**config.mk**
```make
export PLATFORM = sky130hd
export DESIGN_NAME = seq_pattern_det
export DESIGN_NICKNAME = d
export VERILOG_FILES = /design/src/rtl/seq_pattern_det_pkg.sv /design/src/rtl/seq_pattern_hist.sv /design/src/rtl/seq_pattern_det.sv
export SDC_FILE = /design/constraint.sdc
export NUM_CORES = 1
export LEC_CHECK = 0
export BUFFER_PORTS_ARGS = -buffer_cell sky130_fd_sc_hd__clkbuf_2
export CAP_MARGIN = 40
export CELL_PAD_IN_SITES_DETAIL_PLACEMENT = 1
export CELL_PAD_IN_SITES_GLOBAL_PLACEMENT = 2
export CORE_MARGIN = 2
export CORE_UTILIZATION = 34
export DETAILED_ROUTE_END_ITERATION = 12
export GPL_TIMING_DRIVEN = 0
export HOLD_SLACK_MARGIN = 0.15
export MAX_ROUTING_LAYER = met4
export PLACE_DENSITY = 0.83
export REMOVE_ABC_BUFFERS = 1
export SLEW_MARGIN = 20
export SYNTH_ARGS = -nofsm -noshare
export SYNTH_HDL_FRONTEND = slang
export SYNTH_SLANG_ARGS = --single-unit
export TNS_END_PERCENT = 50
```
**constraint.sdc**
```tcl
create_clock -name clk -period 5.1 [get_ports clk]
set_input_delay 1.02 -clock clk [delete_from_list [all_inputs] [get_ports clk]]
set_output_delay 1.02 -clock clk [all_outputs]
set_load 0.05 [all_outputs]
```
**src/rtl/seq_pattern_det_pkg.sv**
```systemverilog
// Shared types and default sizing for the serial pattern detector.
package seq_pattern_det_pkg;

  typedef enum logic {
    UNCFG = 1'b0,
    RUN   = 1'b1
  } state_t;

  localparam int DEF_MAX_LEN = 8;
  localparam int DEF_CNT_W   = 16;

endpackage

```
**src/rtl/seq_pattern_hist.sv**
```systemverilog
// History shift register plus fill counter saturating at MAX_LEN.
module seq_pattern_hist
  import seq_pattern_det_pkg::*;
#(
  parameter int MAX_LEN = DEF_MAX_LEN,
  parameter int FILL_W  = $clog2(DEF_MAX_LEN + 1)
) (
  input  logic               clk,
  input  logic               reset,
  input  logic               clear,
  input  logic               shift,
  input  logic               shift_bit,
  input  logic               fill_clr,
  output logic [MAX_LEN-2:0] hist,
  output logic [FILL_W-1:0]  fill
);

  localparam int HIST_W = MAX_LEN - 1;
  localparam logic [FILL_W-1:0] FILL_MAX = FILL_W'(MAX_LEN);

  always_ff @(posedge clk or posedge reset) begin
    if (reset) begin
      hist <= '0;
      fill <= '0;
    end else if (clear) begin
      hist <= '0;
      fill <= '0;
    end else if (shift) begin
      hist <= HIST_W'({hist, shift_bit});
      // a non-overlapping match restarts the count of fresh samples
      if (fill_clr)
        fill <= '0;
      else if (fill != FILL_MAX)
        fill <= fill + 1'b1;
    end
  end

endmodule

```
**src/rtl/seq_pattern_det.sv**
```systemverilog
// Configurable serial pattern detector with Mealy/Moore match flags.
// Define SEQ_PATTERN_DET_CNT_EN to build the saturating match counter.
module seq_pattern_det
  import seq_pattern_det_pkg::*;
#(
  parameter int MAX_LEN = DEF_MAX_LEN,
  parameter int CNT_W   = DEF_CNT_W
) (
  input  logic                           clk,
  input  logic                           reset,
  input  logic                           cfg_valid,
  output logic                           cfg_ready,
  input  logic [MAX_LEN-1:0]             cfg_pattern,
  input  logic [$clog2(MAX_LEN+1)-1:0]   cfg_len,
  input  logic                           cfg_overlap,
  input  logic                           in_valid,
  input  logic                           in_bit,
  output logic                           mealy_y,
  output logic                           moore_y,
  output logic [CNT_W-1:0]               match_cnt
);

  localparam int LEN_W = $clog2(MAX_LEN + 1);
  localparam logic [LEN_W-1:0] LEN_MIN = LEN_W'(2);
  localparam logic [LEN_W-1:0] LEN_MAX = LEN_W'(MAX_LEN);

  state_t             state;
  logic [MAX_LEN-1:0] pat_q;
  logic [LEN_W-1:0]   len_q;
  logic               ovl_q;
  logic [MAX_LEN-2:0] hist;
  logic [LEN_W-1:0]   fill;
  logic               accept;
  logic               shift;
  logic               fill_ok;
  logic               match_p0;
  logic               match_p1;
  logic [MAX_LEN-1:0] window;
  logic [MAX_LEN-1:0] mask;

  assign cfg_ready = 1'b1;
  assign accept    = cfg_valid & cfg_ready;
  assign shift     = (state == RUN) && in_valid && !accept;
  assign window    = {hist, in_bit};
  assign fill_ok   = ({1'b0, fill} + 1'b1) >= {1'b0, len_q};

  always_comb begin
    mask = '0;
    for (int i = 0; i < MAX_LEN; i++)
      mask[i] = (i < int'(len_q));
  end

  assign match_p0 = shift && !reset && fill_ok && (((window ^ pat_q) & mask) == '0);
  assign mealy_y  = match_p0;
  assign moore_y  = match_p1;

  seq_pattern_hist #(
    .MAX_LEN (MAX_LEN),
    .FILL_W  (LEN_W)
  ) u_hist (
    .clk       (clk),
    .reset     (reset),
    .clear     (accept),
    .shift     (shift),
    .shift_bit (in_bit),
    .fill_clr  (match_p0 && !ovl_q),
    .hist      (hist),
    .fill      (fill)
  );

  // control FSM and registered match flag
  always_ff @(posedge clk or posedge reset) begin
    if (reset) begin
      state    <= UNCFG;
      pat_q    <= '0;
      len_q    <= '0;
      ovl_q    <= 1'b0;
      match_p1 <= 1'b0;
    end else begin
      match_p1 <= match_p0;
      if (accept) begin
        pat_q <= cfg_pattern;
        len_q <= cfg_len;
        ovl_q <= cfg_overlap;
        state <= (cfg_len >= LEN_MIN && cfg_len <= LEN_MAX) ? RUN : UNCFG;
      end
    end
  end

`ifdef SEQ_PATTERN_DET_CNT_EN
  function automatic logic [CNT_W-1:0] sat_inc(input logic [CNT_W-1:0] v);
    return (v == '1) ? v : v + 1'b1;
  endfunction

  logic [CNT_W-1:0] cnt_p1;

  always_ff @(posedge clk or posedge reset) begin
    if (reset)
      cnt_p1 <= '0;
    else if (accept)
      cnt_p1 <= '0;
    else if (match_p0)
      cnt_p1 <= sat_inc(cnt_p1);
  end

  assign match_cnt = cnt_p1;
`else
  assign match_cnt = '0;
`endif

endmodule

```
After elaboration in Yosys (flattened, before gate mapping)
Cells that the tools add are included.
- add/subtract/negate cells: 2
- $mul: 0
- divide/modulo/power cells: 0
- order comparisons: 11
- equality and inequality tests: 1
- shift operators: 0
- multiplexer cells: 7
- bitwise gates (word level): 2
- reduce and logical (&&, ||, !) cells: 14
- operators by type and width (kind ; number):
    3-bit by 4-bit less-than comparator with 1-bit output (first input constant) ; 4
    4-bit two-way mux ; 4
    7-bit two-way mux ; 2
    8-bit AND ; 1
    8-bit zero test ; 1
    1-bit by 4-bit less-than comparator with 1-bit output (first input constant) ; 2
    2-bit by 4-bit less-than comparator with 1-bit output (first input constant) ; 2
    8-bit XOR ; 1
    1-bit logical AND ; 7
    4-bit by 1-bit adder with 5-bit output (second input constant) ; 1
    5-bit by 4-bit >= comparator with 1-bit output ; 1
    4-bit by 1-bit adder with 4-bit output (second input constant) ; 1
    4-bit by 2-bit >= comparator with 1-bit output (second input constant) ; 1
    4-bit <= comparator (second input constant) ; 1
    4-bit inequality test (second input constant) ; 1
    1-bit zero test ; 3
    3-bit nonzero test ; 1
    2-bit AND reduction ; 1
    2-bit nonzero test ; 1
    1-bit two-way mux ; 1
- bits in registers: 26
- latch bits: 0
- RAM bits: 0
- ROM bits: 0
- input bits: 18
- output and inout port bits: 19
- memories: 0

Logic depth before layout (Yosys ltp)
Gate-level depths: netlist (run 1).
- depth after elaboration: 9
- mapped depth: 8
- gate-level depth less buffers: 8

By module
A second synthesis (run 1) with hierarchy kept.
- cell total of the unflattened synthesis: 148
- area, all modules: 1580.3 um^2
- modules (own cells, without submodules) (module ; instances ; cells each ; area each (um^2)):
    seq_pattern_det ; 1 ; 100 ; 1006.0
    seq_pattern_hist ; 1 ; 48 ; 574.3

Worst setup path after synthesis (run 1)
Ideal clock, no wire load.
- path kind: input-to-output
- from: in cfg_valid
- to: out mealy_y
- data arrival time: 2.171 ns
- path slack: 1.909 ns
- stages: 3
- path through: or3_1 a2111oi_4 and4b_2
- word-level cells in the longest chain between the ends: 5
- RTL lines (item ; RTL line ; source):
    start, declared ; seq_pattern_det.sv:11 ; input logic cfg_valid,
    1-bit zero test ; seq_pattern_det.sv:43 ; assign shift = (state == RUN) && in_valid && !accept;
    1-bit logical AND ; seq_pattern_det.sv:43 ;
    1-bit logical AND (3 in series) ; seq_pattern_det.sv:53 ; assign match_p0 = shift && !reset && fill_ok && (((window ^ pat_q) & mask) == '0);
    end, declared ; seq_pattern_det.sv:18 ; output logic mealy_y,
Every way passes these cells.

Worst setup path in the final report (run 1)
Ends and elaborated chain as after synthesis.

==> reports/results.ini, run 1 <==
[synth]
synthArstFlopShare_pct=100
ys_types=32
syn_avg_cell_area_um2=9.62
synth_edf_count=0
syn_area_um2=1510
synthFlopType=dfrtp_1
synth_top_area_share_pct=43.1
postSynthRegisterBits=26
synth_largest_area_cell=dfrtp_1
syn_inst=157
ys_seq_area_share_pct=43.1
synth_area_leaders=dfrtp_1 (43%), buf_4 (8.5%), mux2_2 (6.7%), nand2_1 (5.5%), ha_1 (5.0%)
yosys_warnings=0

[critical_path]
critPathRequiredTime_ns=4.08
critPathSlowestCell=or3_1
rr_worst_depth=8
max_stage_delay_ns=0.52
cp_common_cell=clkbuf_2
crit_path_cell_trace=clkbuf_2 -> or3_1 -> a2111oi_4 -> and4b_2 -> clkbuf_2
arrival_ns=2.82
worstPathMaxFanout=31
crit_type=in -> out
startpoint_type=input port
cp-end-kind=output pin

[power_and_ir_drop]
power.internal_w=0.000319
ir_drop_v=0.000169
clockPowerShare_pct=28.3
power_switching_w=0.000142
comb_power_share_pct=21.0
power_density_nw_per_um2=279
p_total_w=0.000460
leakagePower_nw=0.763
swShare_pct=30.8
seq_power_share_pct=50.6

[detailed_routing]
post_drt_wl_per_cell_um=14.1
vias=1099
drc=0
ant_nets=0
first_pass_iters=4
vias_per_cell=4.86
drt_iter0_drc=27
drt_wl_total_um=3180

[clocking]
clk_latency_ns=0.26
clk_pin_slew_ns=0.09
cts_tree=done
htreeDepth=1
cts_resized=0
cts-root-buf=clkbuf_8
cts.sinks=26
ctsHoldBuffers=0
cts_buffer_depth=2
cts_buffers=3
cts_setup_buffers=0

[placement]
dp_worst_setup_slack_ns=1.25
place_area_um2=1600
hpwl_um=2400
io_buffers=19
place.gp.congestion=0.804

[die]
die_w_um=70.6
initial_utilization_pct=34.9
rows=24
die_y_um=70.6
io_pins=37
core_um2=4320
die_area_um2=4990

[timing]
grt_setup_unrepaired=false
skew_ns=0.00287
setup-tns-final_ns=0
setup_violations=0
fmax_ghz=0.260
relSlewSlack_pct=59.1
finalHoldViolations=0
holdWs_ns=0.539
fin_crit_ns=3.84
drv_slew=0
setup_ws_ns=1.26
fin_crit_sh_pct=75.4
worstMarginPinSlew_ns=0.614

[global_route]
grt_max_degree=32
busiest_layer=met2
met1_usage_pct=18.4
antenna_found_initial=0
grt_pass1_vias=1225
overflow=0
grt_use_total_pct=14.4
grtUsageMet2_pct=24.1
use_met3_pct=1.85
grt_pass1_wl_um=5690

[cells_and_area]
nets=199
area_growth_pct=9.28
antennaDiodeCount=0
stdcell_area_um2=1650
drive_gt1_share_pct=21.8

[flow_run]
cap_violations=0

[min_path]
hold_path_class=reg -> reg
min_delay_path_depth=1

[status]
status=finished, final reports clean

## critical path: cells and delay by family
kind                   cells  cell delay, ns
AOI/OAI and AO/OA          1            0.33
buffers and inverters      2            0.65
and+or+nand+nor            2            0.81
## state kept, by name, indices dropped and copies added, names as in the netlist
signal       cells
ovl_q            1
moore_y          1
u_hist.fill      4
len_q            4
pat_q            8
u_hist.hist      7
state            1
## power by group through the flow
stage | Sequential, W | Clock (W) | Combinational, W
final | 0.000233 | 0.000130 | 0.0000968
after global routing | 0.000235 | 0.000144 | 0.000108
after CTS | 0.000233 | 0.000136 | 0.0000981
after detailed placement | 0.000237 | 0 | 0.0000974
after global placement | 0.000236 | 0 | 0.0000924
after floorplan | 0.000233 | 0 | 0.0000727
## cell usage after synthesis (all sizes together) (2+ instances only)
cell    count
xnor2       6
ha          6
nand2      22
nand3       6
a31oi       2
nor3        2
o21ai      11
xor2        4
mux2        9
dfrtp      26
clkbuf      4
a21oi      11
inv         8
nor2        5
buf        18
conb        2
a211oi      2
## cells in the final DEF (no fill, tap or decap)
cell and n:
nor4b_1 1, and4b_2 1, a2111oi_4 1, a211oi_1 1
ha_1 6, nand2_1 22, o22ai_1 1, mux2_2 9
or4b_2 1, or3_1 1, a22oi_1 1, xor2_1 4
buf_8 1, xnor2_1 6, nor3_1 2, a31oi_1 2
nand4b_2 1, nand3_1 6, nor2_1 5, and2_1 1
a21oi_1 11, nand4_1 1, clkbuf_2 19, nand2b_1 1
inv_1 8, conb_1 17, o21ai_0 11, o21bai_1 1
a211oi_2 1, dfrtp_1 26, clkbuf_8 4, a32oi_1 1
## per-stage QoR
step,util (%),std cells
2_1_floorplan,-,150
3_3_place_gp,36.5,221
3_5_place_dp,36.9,222
4_1_cts,38.2,226
5_1_grt,38.2,226
6_report,38.2,226
## final timing paths
path	slack, ns	to	startpoint
min in group asynchronous	0.78	u_hist.hist[2]$_DFFE_PP0P_	reset
worst max-delay path	1.26	mealy_y	cfg_valid
worst min-delay path	0.54	pat_q[5]$_DFFE_PP0P_	pat_q[5]$_DFFE_PP0P_
max in group asynchronous	3.83	u_hist.fill[0]$_DFFE_PP0P_	reset
worst min register to register	0.54	pat_q[5]$_DFFE_PP0P_	pat_q[5]$_DFFE_PP0P_
worst max register to register	2.87	u_hist.fill[2]$_DFFE_PP0P_	u_hist.fill[0]$_DFFE_PP0P_
## final cells by class
| cell class | count | area, µm² |
|---|---|---|
| Timing Repair Buffer | 20 | 110 |
| Fill cell | 520 | 2670 |
| Multi-Input combinational cell | 116 | 739 |
| Inverter | 8 | 30.0 |
| Sequential cell | 26 | 651 |
| Clock buffer | 4 | 55.1 |
| Tap cell | 52 | 65.1 |
## per-layer routing
layer / vias up / wire length (µm)
met3: 2 / 99
met1: 544 / 1430
li1: 532 / -
met2: 21 / 1640
met5: - / 0
met4: 0 / 14
## logic make-up after synthesis
kind of cell | after synthesis | share of synthesized area [%]
AOI/OAI and AO/OA | 31 | 13.3
xor gates and xnor gates | 10 | 5.80
adders and majority gates | 6 | 4.97
buffers and inverters | 30 | 11.7
DFF | 26 | 43.1
muxes | 9 | 6.71
other | 2 | 0.497
and+or+nand+nor | 43 | 14.0
Note: power is estimated with default switching activity, not from simulation.
==> run 2: changes to the inputs <==
--- a/config.mk
+++ b/config.mk
@@ -5,17 +5,18 @@
 export SDC_FILE = /design/constraint.sdc
 export NUM_CORES = 1
 export LEC_CHECK = 0
+export ABC_AREA = 1
 export BUFFER_PORTS_ARGS = -buffer_cell sky130_fd_sc_hd__clkbuf_2
 export CAP_MARGIN = 40
 export CELL_PAD_IN_SITES_DETAIL_PLACEMENT = 1
 export CELL_PAD_IN_SITES_GLOBAL_PLACEMENT = 2
 export CORE_MARGIN = 2
-export CORE_UTILIZATION = 34
+export CORE_UTILIZATION = 26
 export DETAILED_ROUTE_END_ITERATION = 12
 export GPL_TIMING_DRIVEN = 0
 export HOLD_SLACK_MARGIN = 0.15
 export MAX_ROUTING_LAYER = met4
-export PLACE_DENSITY = 0.83
+export PLACE_DENSITY = 0.74
 export REMOVE_ABC_BUFFERS = 1
 export SLEW_MARGIN = 20
 export SYNTH_ARGS = -nofsm -noshare
==> constraint.sdc (replaced) <==
create_clock -name clk -period 3.5 [get_ports clk]
set_input_delay 0.7 -clock clk [delete_from_list [all_inputs] [get_ports clk]]
set_output_delay 0.7 -clock clk [all_outputs]
set_load 0.05 [all_outputs]
==> reports/results.ini, run 2 <==
[power_and_ir_drop]
ir_drop_v=0.000140  ; -17%
power_switching_w=0.000252  ; +77%
power_density_nw_per_um2=438  ; +57%
comb_power_share_pct=23.2  ; +2.2 points
seq_power_share_pct=43.9  ; -6.7 points
clockPowerShare_pct=33.0  ; +4.7 points
p_total_w=0.000781  ; +70%
power.internal_w=0.000529  ; +66%
swShare_pct=32.2  ; +1.4 points
leakagePower_nw=0.993  ; +30%

[die]
die_y_um=82.0  ; +16%
core_um2=5890  ; +36%
die_w_um=82.0  ; +16%
io_pins=37  ; unchanged
initial_utilization_pct=26.9  ; -8.0 points
die_area_um2=6730  ; +35%
rows=28  ; +17%

[placement]
place_area_um2=1710  ; +7.4%
io_buffers=19  ; unchanged
place.gp.congestion=0.720  ; -11%
dp_worst_setup_slack_ns=0.517  ; -0.731 ns
hpwl_um=2720  ; +13%

[synth]
ys_types=22  ; -31%
synthArstFlopShare_pct=100  ; unchanged
syn_inst=217  ; +38%
syn_area_um2=1580  ; +4.8%
synth_most_common_cell=nand2_1
syn_avg_cell_area_um2=7.29  ; -24%
synth_area_leaders=dfrtp_1 (41%), nand2_1 (18%), buf_4 (8.5%), inv_1 (8.1%), ha_1 (4.7%)
synth_top_area_share_pct=41.1  ; -2.0 points
synthFlopType=dfrtp_1
yosys-top-cells-count=nand2_1 (74), inv_1 (34), dfrtp_1 (26)
synth_edf_count=0  ; unchanged
synth_largest_area_cell=dfrtp_1
ys_seq_area_share_pct=41.1  ; -2.0 points
postSynthRegisterBits=26  ; unchanged
yosys_warnings=0  ; unchanged

[clocking]
cts_setup_buffers=0  ; unchanged
htreeDepth=1  ; unchanged
cts_resized=0  ; unchanged
cts-root-buf=clkbuf_8
cts_tree=done
cts.sinks=26  ; unchanged
clk_pin_slew_ns=0.10  ; about the same
ctsHoldBuffers=0  ; unchanged
cts_buffer_depth=2  ; unchanged
cts_buffers=3  ; unchanged
clk_latency_ns=0.28  ; +0.02 ns

[global_route]
grt_pass1_wl_um=5850  ; +2.8%
grt_max_degree=30  ; -6.3%
overflow=0  ; unchanged
antenna_found_initial=0  ; unchanged
grt_pass1_vias=1273  ; +3.9%
grt_use_total_pct=11.6  ; -2.9 points

[status]
status=finished, final reports clean

[critical_path]
startpoint_type=flop
critPathRequiredTime_ns=2.80  ; -1.28 ns
crit_type=reg -> out
worstPathMaxFanout=6  ; -81%
crit_path_cell_trace=ha_1 -> xor2_1 -> ha_1 -> nand2_1 -> inv_1 -> nand3_1 -> nor2_1 -> nor2_1 -> nor4_1 -> clkbuf_2
max_stage_delay_ns=0.47  ; -0.05 ns
critPathSlowestCell=dfrtp_1
arrival_ns=2.52  ; -0.30 ns
cp-end-kind=output pin

[cells_and_area]
reg_top3=pat_q x8, u_hist.hist x7
top_register=pat_q
largest_reg_flops=8  ; unchanged
antennaDiodeCount=0  ; unchanged
nets=261  ; +31%
drive_gt1_share_pct=13.6  ; -8.3 points
area_growth_pct=12.7
stdcell_area_um2=1780  ; +8.1%
layout_common_cells=nand2_1 (74), inv_1 (34), dfrtp_1 (26)
layout_commonest_cell=nand2_1

[timing]
setup-tns-final_ns=0  ; unchanged
finalHoldViolations=0  ; unchanged
setup_violations=0  ; unchanged
setup_ws_ns=0.282  ; -0.974 ns
relSlewSlack_pct=65.5  ; +6.4 points
holdWs_ns=0.424  ; -0.116 ns
fin_crit_sh_pct=92.0
worstMarginPinSlew_ns=0.518  ; -0.0963 ns
drv_slew=0  ; unchanged
grt_setup_unrepaired=false
skew_ns=0.00803  ; +0.00515 ns
fin_crit_ns=3.22
fmax_ghz=0.311

[detailed_routing]
drc=0  ; unchanged
first_pass_iters=4  ; unchanged
vias=1294  ; +18%
drt_iter0_drc=22  ; -19%
drt_wl_total_um=3380  ; +6.2%
vias_per_cell=4.16  ; -14%
ant_nets=0  ; unchanged
post_drt_wl_per_cell_um=10.9  ; -23%

[flow_run]
cap_violations=0  ; unchanged

[min_path]
hold_path_class=in -> async

[run 2: changes by cell type after synthesis, sizes merged, moves of 5 or more]
| cell | previous run | this run |
|---|---|---|
| nor2 | 5 | 12 |
| xnor2 | 6 | 0 |
| inv | 8 | 37 |
| nand2 | 22 | 75 |
| nand3 | 6 | 11 |
| mux2 | 9 | 0 |
| o22ai | 1 | 7 |
| a21oi | 11 | 1 |
[run 2: final cells by class]
type,count,area [µm²]
fill,767,4100
multi-input combinational,149,707
sequential,26,651
inverter,37,139
timing repair buffer,20,123
tap,75,93.8
clock buffer,3,41.3
clock inverter,1,30.0
[run 2: through the flow]
stage                     instances  utilization (%)
after floorplan                 212                -
after global placement          306             28.6
after detailed placement        307             29.1
after CTS                       311             30.3
after global routing            311             30.3
final                           311             30.3
[run 2: kinds of logic after synthesis]
family | Yosys count | synth area share [%]
XOR/XNOR | 3 | 1.66
other | 2 | 0.474
flip-flops | 26 | 41.1
adder cells (fa/ha/maj) | 6 | 4.74
buffers and inverters | 57 | 17.8
AND/OR/NAND/NOR | 101 | 26.1
AO/OA/AOI/OAI | 22 | 8.14
[run 2: power by group through the flow]
stage	Clock, W	Sequential, W	Combinational (W)
floorplan	0	0.000342	0.000139
global placement	0	0.000348	0.000177
detailed placement	0	0.000349	0.000184
CTS	0.000267	0.000343	0.000185
global route	0.000282	0.000346	0.000212
finish	0.000257	0.000342	0.000181
[run 2: layer usage]
| metal | track usage, % | up-vias | wire [µm] |
|---|---|---|---|
| li1 | - | 666 | - |
| met1 | 16.0 | 595 | 1750 |
| met2 | 17.5 | 29 | 1450 |
| met3 | 1.32 | 4 | 130 |
| met4 | 4.00 | 0 | 41 |
| met5 | - | - | 0 |
[run 2: path summary, 6_finish.rpt]
kind	from	end	slack [ns]	cells after the start
worst max-delay path	u_hist.fill[0]$_DFFE_PP0P_	mealy_y	0.28	10
worst min-delay path	reset	pat_q[5]$_DFFE_PP0P_	0.42	2
worst max register to register	u_hist.fill[0]$_DFFE_PP0P_	u_hist.fill[0]$_DFFE_PP0P_	1.34	14
worst min register to register	state$_DFFE_PP0P_	state$_DFFE_PP0P_	0.50	2
max in group asynchronous	reset	moore_y$_DFF_PP0_	2.62	3
min in group clk	state$_DFFE_PP0P_	state$_DFFE_PP0P_	0.50	2
[run 2: critical path: cells and delay by family, from the launching register on]
family	cells	cell delay (ns)
flops	1	0.47
buf+inv	2	0.41
xor+xnor	1	0.16
fa+ha+maj	2	0.55
simple gates	5	0.66
==> run 3: changes to the inputs <==
--- a/config.mk
+++ b/config.mk
@@ -16,7 +16,7 @@
 export GPL_TIMING_DRIVEN = 0
 export HOLD_SLACK_MARGIN = 0.15
 export MAX_ROUTING_LAYER = met4
-export PLACE_DENSITY = 0.74
+export PLACE_DENSITY_LB_ADDON = 0.1
 export REMOVE_ABC_BUFFERS = 1
 export SLEW_MARGIN = 20
 export SYNTH_ARGS = -nofsm -noshare
==> reports/results.ini, run 3 (synthesis results as in run 2) <==
[die]
initial_utilization_pct=26.9  ; unchanged
core_um2=5890  ; unchanged
die_y_um=82.0  ; unchanged
die_w_um=82.0  ; unchanged
die_area_um2=6730  ; unchanged
io_pins=37  ; unchanged
rows=28  ; unchanged

[timing]
setup_violations=0  ; unchanged
drv_slew=0  ; unchanged
grt_setup_unrepaired=false
skew_ns=0.0133  ; +0.00524 ns
worstMarginPinSlew_ns=0.581  ; +0.0629 ns
setup_ws_ns=0.329  ; +0.0476 ns
relSlewSlack_pct=61.2  ; -4.3 points
fin_crit_sh_pct=90.6  ; -1.4 points
fmax_ghz=0.315  ; +1.5%
fin_crit_ns=3.17  ; -0.0476 ns
finalHoldViolations=0  ; unchanged

[global_route]
grtUsageMet2_pct=20.9  ; +3.4 points
met1_usage_pct=15.0  ; -0.97 points
grt_max_degree=30  ; unchanged
grt_pass1_vias=1325  ; +4.1%
busiest_layer=met2
grt_use_total_pct=12.3  ; +0.74 points
grt_pass1_wl_um=6090  ; +4.1%
antenna_found_initial=0  ; unchanged
overflow=0  ; unchanged
use_met3_pct=3.08  ; +1.8 points

[clocking]
cts_buffer_depth=2  ; unchanged
cts_tree=done
clk_latency_ns=0.28  ; about the same
htreeDepth=1  ; unchanged
cts-root-buf=clkbuf_8
clk_pin_slew_ns=0.10  ; about the same
cts.sinks=26  ; unchanged
cts_buffers=3  ; unchanged
cts_setup_buffers=0  ; unchanged
cts_resized=0  ; unchanged
ctsHoldBuffers=0  ; unchanged

[critical_path]
cp-end-kind=output pin
arrival_ns=2.47  ; -0.05 ns
startpoint_type=flop
rr_worst_depth=13  ; -1
r2r-start=u_hist.fill[0]$_DFFE_PP0P_
worstPathMaxFanout=6  ; unchanged
endpoint=mealy_y
reg2reg_to=u_hist.fill[3]$_DFFE_PP0P_
crit_type=reg -> out
critPathRequiredTime_ns=2.80  ; about the same
startpoint=u_hist.fill[0]$_DFFE_PP0P_
r2r_slack_ns=1.34  ; about the same

[detailed_routing]
vias_per_cell=4.12  ; -0.92%
post_drt_wl_per_cell_um=11.6  ; +7.0%
drc=0  ; unchanged
vias=1278  ; -1.2%
first_pass_iters=4  ; unchanged
drt_wl_total_um=3600  ; +6.7%
ant_nets=0  ; unchanged
drt_iter0_drc=37  ; +68%

[placement]
place.gp.congestion=0.727  ; +0.96%
place_inst=306  ; -0.33%
place_area_um2=1690  ; -1.6%
io_buffers=19  ; unchanged
hpwl_um=2840  ; +4.5%
dp_worst_setup_slack_ns=0.528  ; +0.0113 ns

[flow_run]
cap_violations=0  ; unchanged

[cells_and_area]
drive_gt1_share_pct=13.6  ; +0.058 points
reg_top3=pat_q x8, u_hist.hist x7
top_register=pat_q
antennaDiodeCount=0  ; unchanged
stdcell_count=310  ; -0.32%
stdcell_area_um2=1740  ; -2.5%
layout_common_cells=nand2_1 (74), inv_1 (33), dfrtp_1 (26)
area_growth_pct=9.96
fill_cells=748  ; -2.5%
layout_commonest_cell=nand2_1
largest_reg_flops=8  ; unchanged
nets=260  ; -0.38%

[power_and_ir_drop]
p_total_w=0.000723  ; -7.5%
leakagePower_nw=0.972  ; -2.1%
ir_drop_v=0.000174  ; +24%
power_density_nw_per_um2=415  ; -5.1%

[min_path]
hold_path_class=in -> async

[status]
status=finished, final reports clean

## run 3: cell count changes in the layout (fill, tap and decap cells not counted), sizes merged
cell | previous run | this run
clkbuf | 22 | 23
buf | 1 | 0
bufinv | 1 | 0
## run 3: how the worst min path moves through the flow
| stage | depth (start not counted) | slack, ns | end |
|---|---|---|---|
| after floorplan | 2 | 0.45 | state$_DFFE_PP0P_ |
| after global placement | 2 | 0.46 | state$_DFFE_PP0P_ |
| after detailed placement | 2 | 0.47 | state$_DFFE_PP0P_ |
| after CTS | 2 | 0.49 | pat_q[7]$_DFFE_PP0P_ |
| after global routing | 2 | 0.51 | pat_q[7]$_DFFE_PP0P_ |
| final | 2 | 0.48 | pat_q[7]$_DFFE_PP0P_ |
## run 3: critical path: stages (launching register included)
cell and delay (ns):
dfrtp_1 0.47, ha_1 0.25, xor2_1 0.16, ha_1 0.31, nand2_1 0.05, inv_1 0.04
nand3_1 0.06, nor2_1 0.08, nor2_1 0.07, nor4_1 0.34, clkbuf_2 0.35
## run 3: area by class of cell
class	count	area, µm²	share of cell area [%]
inverters	37	139	7.98
clock buffers	4	55.1	3.16
repair buffers	19	95.1	5.46
well taps	75	93.8	5.39
multi-input cells	149	707	40.6
flip-flops and latches	26	651	37.4
## run 3: power breakdown
group	switching [W]	internal [W]
combinational	0.000127	0.0000517
clock	0.000101	0.000101
sequential	0.0000200	0.000322
## run 3: per-layer routing
layer / share of wire, % / up-vias
met3: 4.6 / 2
met1: 49 / 583
met4: 0.36 / 0
met2: 46 / 25
li1: - / 668
met5: 0 / -
## run 3: metrics by stage
step	setup TNS [ns]	util (%)	hold slack [ns]
after global routing	0	29.6	0.512
after CTS	0	29.6	0.495
after detailed placement	0	28.6	0.473
after global placement	0	28.6	0.464
after floorplan	-0.101	-	0.450
final	0	29.6	0.477
